File: src/rtl/neuron_layer.sv
// neuron_layer: M parallel fixed-point neurons sharing one streamed input
// vector of N elements. Each neuron accumulates x*w_j over N consecutive
// cycles, adds its bias, rescales by FRAC bits and saturates to W bits. It
// then applies ReLU or identity and publishes the result with a done pulse.
//
// Ports:
//   clk      rising-edge clock
//   rst      synchronous active-high reset (aborts any operation, clears y)
//   start    begin an operation; only honoured while idle
//   x        signed input element, shared by all neurons (element 0 on start)
//   w        packed signed weights, neuron j uses w[j*W +: W]
//   b        packed signed biases (same Q format as x), latched on start
//   relu_en  1 = ReLU, 0 = identity; latched on start
//   busy     high while an operation is in flight
//   done     one-cycle pulse in the cycle y is updated
//   y        packed signed results, neuron j is y[j*W +: W]
module neuron_layer #(
    parameter int N    = 4,
    parameter int M    = 4,
    parameter int W    = 16,
    parameter int FRAC = 8
) (
    input  logic                clk,
    input  logic                rst,
    input  logic                start,
    input  logic signed [W-1:0] x,
    input  logic [M*W-1:0]      w,
    input  logic [M*W-1:0]      b,
    input  logic                relu_en,
    output logic                busy,
    output logic                done,
    output logic [M*W-1:0]      y
);

    // Worst case |sum| is N * 2^(2W-2); this width holds it with room to spare.
    localparam int ACC_W = 2*W + $clog2(N) + 1;
    // One extra bit so adding the shifted bias can never wrap.
    localparam int T_W   = ACC_W + 1;
    localparam int CNT_W = $clog2(N + 1);

    localparam logic signed [T_W-1:0] LIM_MAX = {{(T_W-W+1){1'b0}}, {(W-1){1'b1}}};
    localparam logic signed [T_W-1:0] LIM_MIN = {{(T_W-W+1){1'b1}}, {(W-1){1'b0}}};

    typedef enum logic [1:0] {
        S_IDLE,
        S_ACC,
        S_ACT
    } state_t;

    state_t                   r_state;
    state_t                   w_state_next;
    logic [CNT_W-1:0]         r_cnt;
    logic signed [ACC_W-1:0]  r_acc [M];
    logic [M*W-1:0]           r_b;
    logic                     r_relu;
    logic [M*W-1:0]           r_y;
    logic                     r_done;

    logic signed [ACC_W-1:0]  w_prod_ext [M];
    logic [M*W-1:0]           w_y_next;

    // State register.
    always_ff @(posedge clk) begin
        if (rst) begin
            r_state <= S_IDLE;
        end else begin
            // NOTE: sequential state uses non-blocking assignments so every
            // register samples values from before the edge.
            r_state <= w_state_next;
        end
    end

    // Next-state logic.
    always_comb begin
        // NOTE: the default assignment first covers every path, so no latch
        // is inferred when a case branch leaves the state unchanged.
        w_state_next = r_state;
        case (r_state)
            S_IDLE:  if (start) w_state_next = (N == 1) ? S_ACT : S_ACC;
            S_ACC:   if (r_cnt == CNT_W'(N - 1)) w_state_next = S_ACT;
            S_ACT:   w_state_next = S_IDLE;
            default: w_state_next = S_IDLE;
        endcase
    end

    // Per-neuron product and activation datapath.
    for (genvar j = 0; j < M; j++) begin : g_neuron
        logic signed [W-1:0]   w_wj;
        logic signed [W-1:0]   w_bj;
        logic signed [2*W-1:0] w_prod;
        logic signed [T_W-1:0] w_bias_ext;
        logic signed [T_W-1:0] w_t;
        logic signed [T_W-1:0] w_s;
        logic signed [W-1:0]   w_sat;

        assign w_wj   = w[j*W +: W];
        assign w_bj   = r_b[j*W +: W];
        assign w_prod = x * w_wj;
        assign w_prod_ext[j] = {{(ACC_W-2*W){w_prod[2*W-1]}}, w_prod};

        // Bias is in the same Q format as x, so align it to the product's
        // 2*FRAC fractional bits before adding.
        assign w_bias_ext = {{(T_W-W){w_bj[W-1]}}, w_bj} <<< FRAC;
        assign w_t        = {r_acc[j][ACC_W-1], r_acc[j]} + w_bias_ext;
        // Arithmetic shift rounds toward minus infinity.
        assign w_s        = w_t >>> FRAC;
        assign w_sat      = (w_s > LIM_MAX) ? LIM_MAX[W-1:0] :
                            (w_s < LIM_MIN) ? LIM_MIN[W-1:0] : w_s[W-1:0];
        assign w_y_next[j*W +: W] = (r_relu && w_sat[W-1]) ? '0 : w_sat;
    end

    // Accumulators, operand latches and result register.
    always_ff @(posedge clk) begin
        if (rst) begin
            r_cnt  <= '0;
            r_b    <= '0;
            r_relu <= 1'b0;
            r_y    <= '0;
            r_done <= 1'b0;
            // NOTE: the accumulator array is small register storage, not a
            // RAM, so clearing it in reset is cheap and keeps state defined.
            for (int j = 0; j < M; j++) r_acc[j] <= '0;
        end else begin
            r_done <= 1'b0;
            case (r_state)
                S_IDLE: begin
                    if (start) begin
                        // Clear-and-add: element 0 is loaded directly.
                        for (int j = 0; j < M; j++) r_acc[j] <= w_prod_ext[j];
                        r_cnt  <= CNT_W'(1);
                        r_b    <= b;
                        r_relu <= relu_en;
                    end
                end
                S_ACC: begin
                    for (int j = 0; j < M; j++) r_acc[j] <= r_acc[j] + w_prod_ext[j];
                    r_cnt <= r_cnt + CNT_W'(1);
                end
                S_ACT: begin
                    r_y    <= w_y_next;
                    r_done <= 1'b1;
                end
                default: ;
            endcase
        end
    end

    assign busy = (r_state != S_IDLE);
    assign done = r_done;
    assign y    = r_y;

endmodule

File: config.mk
export PLATFORM = sky130hd
export DESIGN_NAME = neuron_layer
export DESIGN_NICKNAME = d
export VERILOG_FILES = /design/src/rtl/neuron_layer.sv
export SDC_FILE = /design/constraint.sdc
export NUM_CORES = 2
export LEC_CHECK = 0
export ABC_AREA = 1
export CORE_MARGIN = 4
export CORE_UTILIZATION = 37
export CTS_CLUSTER_SIZE = 30
export DETAILED_ROUTE_END_ITERATION = 10
export SETUP_SLACK_MARGIN = 0.05
export SYNTH_ARGS = -nofsm -noshare
export SYNTH_HDL_FRONTEND = slang
export SYNTH_SLANG_ARGS = --single-unit
File: constraint.sdc
create_clock -name clk -period 12.2 [get_ports clk]
set_clock_uncertainty 0.15 [all_clocks]
set_input_delay 2.44 -clock clk [delete_from_list [all_inputs] [get_ports clk]]
set_output_delay 2.44 -clock clk [all_outputs]
set_load 0.005 [all_outputs]
* After elaboration in Yosys (flattened, before gate mapping) *
Memory sizes are Yosys's and may differ from the RTL's.
Index checks and enable logic that the tools add are counted.

operators by class
  add/sub/neg operators = 9
  multiply operators = 4
  order comparisons = 8
  eq/ne operators = 5
  muxes and demuxes = 35
  bitwise gates (word level) = 8
  reductions and logical operators = 10

operators by type and width
  kind                    count
  $mux W35                8
  $mux W16                12
  $add A35 B24 Y36        4
  $add A35 B32 Y35        4
  $mul A16 B16 Y32        4
  $gt A28 B16 Y1 const B  4
  $lt A28 B16 Y1 const B  4
  $mux W1                 10
  $or A1 B1 Y1            8
  $pmux W3 S2             1
  $reduce_and A2 Y1       3
  $logic_and A1 B1 Y1     4
  $mux W2                 2
  $ne A2 B2 Y1 const B    2
  $pmux W2 S2             1
  $reduce_bool A2 Y1      2
  $add A3 B1 Y3 const B   1
  $eq A3 B2 Y1 const B    1
  $mux W3                 1
  $eq A2 B1 Y1 const B    1
  $eq A2 B2 Y1 const B    1
  $logic_not A2 Y1        1

storage, ports and cells
  bits in registers = 135
  bits in writable memories = 140
  input bits = 148
  output and inout bits = 66
  word-level logic and storage cells = 86
  memories = 1

memories
  name   depth  bits a word  read ports  clocked after memory_dff  write ports  RTL line  text
  r_acc  4      35           4           0                         4            53        logic signed [ACC_W-1:0] r_acc [M];

* Depth between registers and ports, before layout *
An unclocked memory read counts as a cell.

  depth in word-level cells = 7
  gate-level depth with buffers = 42
  mapped depth without buffers = 40

* Least setup slack after synthesis *
No wires, ideal clock.

  path type = input to register
  start = input x[15]
  end = memory r_acc[3][34] in the netlist's numbering (data pin)
  library setup time = 0.263 ns
  arrival = 9.442 ns
  data required time = 11.787 ns
  setup slack = 2.345 ns
  stages = 31
  path buffers = 2
  cells stage by stage = clkbuf_1 clkbuf_1 nand2_1 fa_1 inv_1 fa_1 fa_1 fa_1 fa_1 fa_1 ha_1 nand2_1 nor4_1 nand3_1 nand3_1 nand3_1 nand2_1 a21boi_0 or2_2 and2_1 ha_1 nand2_1 nor2_1 nand2_1 nor4_1 nand3_1 o2111ai_1 xnor2_1 nand2_1 nand2_1 o21ai_0

RTL lines
  what                RTL line  text
  start: declaration  26        input logic signed [W-1:0] x,
  end: declaration    53

==> impl_metrics.env <==
export IMPL_setup_violations=0
export IMPL_reg2regPathDepth=18
export IMPL_syn_to_final_growth_pct=8.26
export IMPL_muxShareOfSynthArea_pct=0
export IMPL_drtPass1Iterations=6
export IMPL_yosys_area_share_xor_xnor_pct=3.32
export IMPL_fillers=18600
export IMPL_ys_async_sr_fraction_pct=0
export IMPL_synth_adder_area_share_pct=42.5
export IMPL_gp_congestion=0.947
export IMPL_io_pins=214
export IMPL_cts_sinks=275
export IMPL_r2r_end="y[49]"
export IMPL_grt_overflow=0
export IMPL_crit_arrival_ps=11020
export IMPL_hold_class="flip-flop to flip-flop"
export IMPL_port_buffer_count=213
export IMPL_synthDistinctLibCells=67
export IMPL_top_usage_layer="met2"
export IMPL_htreeDepth=1
export IMPL_hp_start="y[43]"
export IMPL_grtUsageMet2_pct=35.3
export IMPL_yosysTopAreaCellShare_pct=31.6
export IMPL_grt_max_degree=97
export IMPL_synth_top_cell_by_area="fa_1"
export IMPL_synth_ff_type="edfxtp_1"
export IMPL_die_y_um=433
export IMPL_final_cell_mix="nand2_1 (2552), inv_1 (2185), fa_1 (1056)"
export IMPL_ys_seq_elements=275
export IMPL_hold_viol=0
export IMPL_worstSetupStartpointType="input pin"
export IMPL_postCtsHoldBufs=0
export IMPL_dp_hpwl_mm=171
export IMPL_maxCapViolCount=0
export IMPL_start_util_pct=37.3
export IMPL_num_vias=57600
export IMPL_drt_total_wl_mm=206
export IMPL_grt_usage_pct=22.1
export IMPL_r2r_start="r_acc[3][8]"
export IMPL_syn_nets=11000
export IMPL_synth_edff_count=140
export IMPL_cp_required_ps=12430
export IMPL_drive_above_1_share_pct=2.30
export IMPL_worstMarginPinSlew_ps=1120
export IMPL_synth_area_leaders="fa_1 (32%), nand2_1 (14%), inv_1 (12%)"
export IMPL_cts_resized=0
export IMPL_core_area_mm2=0.179
export IMPL_yosysWarnings=0
export IMPL_cts_tree="yes"
export IMPL_synth_avg_cell_area_um2=7.26
export IMPL_antenna_found_initial=24
export IMPL_cts_buffers=31
export IMPL_fin_tns_setup_ps=0
export IMPL_grt_pass1_vias=59300
export IMPL_netlist_area_mm2=0.0668
export IMPL_drc=0
export IMPL_maxSlewViolCount=0
export IMPL_synth_compound_area_share_pct=8.66
export IMPL_status="completed"
export IMPL_synthSimpleGateAreaFrac_pct=20.9
export IMPL_layout_commonest_cell="nand2_1"
export IMPL_cts_setup_buffers=0
export IMPL_max_freq_mhz=92.7
export IMPL_rows=155
export IMPL_drt_iter0_drc=4315
export IMPL_clockBufferDepth=3
export IMPL_synthCells=9207
export IMPL_dpl_cell_count=11500
export IMPL_synth_top_family_by_area="adder cells"
export IMPL_grt_use_met1_pct=32.1
export IMPL_min_period_ps=10780
export IMPL_clock_latency_ps=640
export IMPL_nNetsFinal=11000
export IMPL_antenna_left=0
export IMPL_rsz0062_at_grt="no"
export IMPL_ctsRootBufferMaster="clkbuf_16"
export IMPL_clk_pin_slew_ps=70
export IMPL_grt_use_met3_pct=2.60
export IMPL_die_x_um=433
export IMPL_synth_seq_area_share_pct=10.3
export IMPL_avgRoutedWirePerCell_um=17.8
export IMPL_post_layout_nonfiller_instances=11600
export IMPL_critPathKind="input pin to flip-flop"
export IMPL_rrSetupSlack_ps=8520
export IMPL_vias_per_cell=4.97
export IMPL_period_share_pct=88.4
export IMPL_slew_headroom_pct=25.3
export IMPL_path_max_fanout=16
export IMPL_grt_pass1_wl_mm=330
export IMPL_fp_dieArea_mm2=0.187
export IMPL_hold_end="y[43]"
export IMPL_hold_depth=2
export IMPL_critPathCaptureType="flip-flop"
[stage by stage]
stage | utilization (%) | setup WS [ps] | hold WS, ps | area [µm²]
final | 40.4 | 1420 | 314 | 72300
after global routing | 40.4 | 811 | 339 | 72300
after CTS | 40.4 | 1500 | 319 | 72300
after detailed placement | 39.8 | 841 | 306 | 71200
after global placement | 39.8 | 904 | 305 | 71200
after floorplan | - | 2350 | 300 | 66800
[final cells by class]
cell class	count	area (µm²)	share of cell area, %
diodes	19	47.5	0.0657
clock buffers	40	957	1.32
clock inverters	17	156	0.216
inverters	2193	8230	11.4
multi-input cells	6419	50400	69.7
flip-flops and latches	275	6910	9.55
well taps	2355	2950	4.07
repair buffers	285	2700	3.74
[registers in the layout, indices dropped and copies added (netlist names)]
register  cells
done          1
r_acc       140
r_b          64
r_cnt         3
r_relu        1
r_state       2
y            64
[cell families after synthesis]
family          after synthesis
flops                       275
simple gates               3480
fa+ha+maj                  1634
compound gates             1052
xor+xnor                    253
buf+inv                    2513
[how the worst max path moves through the flow]
stage | slack [ps] | cells past startpoint | to | start
6_report | 1420 | 27 | r_acc[3][34] | w[49]
2_1_floorplan | 2350 | 31 | r_acc[3][34] | x[15]
3_3_place_gp | 900 | 27 | r_acc[3][34] | w[52]
3_5_place_dp | 840 | 27 | r_acc[3][34] | w[49]
5_1_grt | 810 | 27 | r_acc[3][34] | w[49]
4_1_cts | 1500 | 27 | r_acc[3][34] | w[49]
[worst max-delay path, cell delays in order]
cell and delay [ps]:
clkdlybuf4s50_1 990, nand2_1 220, inv_1 190, fa_1 500, fa_1 890, fa_1 530
fa_1 600, fa_1 440, fa_1 400, ha_1 380, a21oi_1 330, o21a_1 230
nor2_1 70, a2111oi_0 500, o311ai_0 280, xor2_1 240, ha_1 420, nand2_1 110
nor3_1 220, nand2_1 110, nor4_1 280, nand3_1 120, o2111ai_1 130, xnor2_1 160
nand2_1 70, nand2_1 60, o21ai_0 70
[cells in the mapped netlist, types with 31 or more instances]
cell and n:
dfxtp_1 135, a21oi_1 570, o21ai_0 272, xnor2_1 108, nor2_1 402, fa_1 1056
nand4_1 72, inv_1 2187, edfxtp_1 140, nor3_1 53, clkbuf_1 272, nand2_1 2554
nand3_1 292, a21o_1 31, xor2_1 145, ha_1 578
[metal layers]
layer	wire length, µm	vias to the layer above	share of wire (%)
met5	73	-	0.035
met4	4630	12	2.2
met3	12400	208	6.0
met2	90900	1592	44
met1	98300	28000	48
li1	-	27800	-
Power is not shown: default switching activity piles up to over one toggle a cycle in this logic, so the estimate is an artifact.
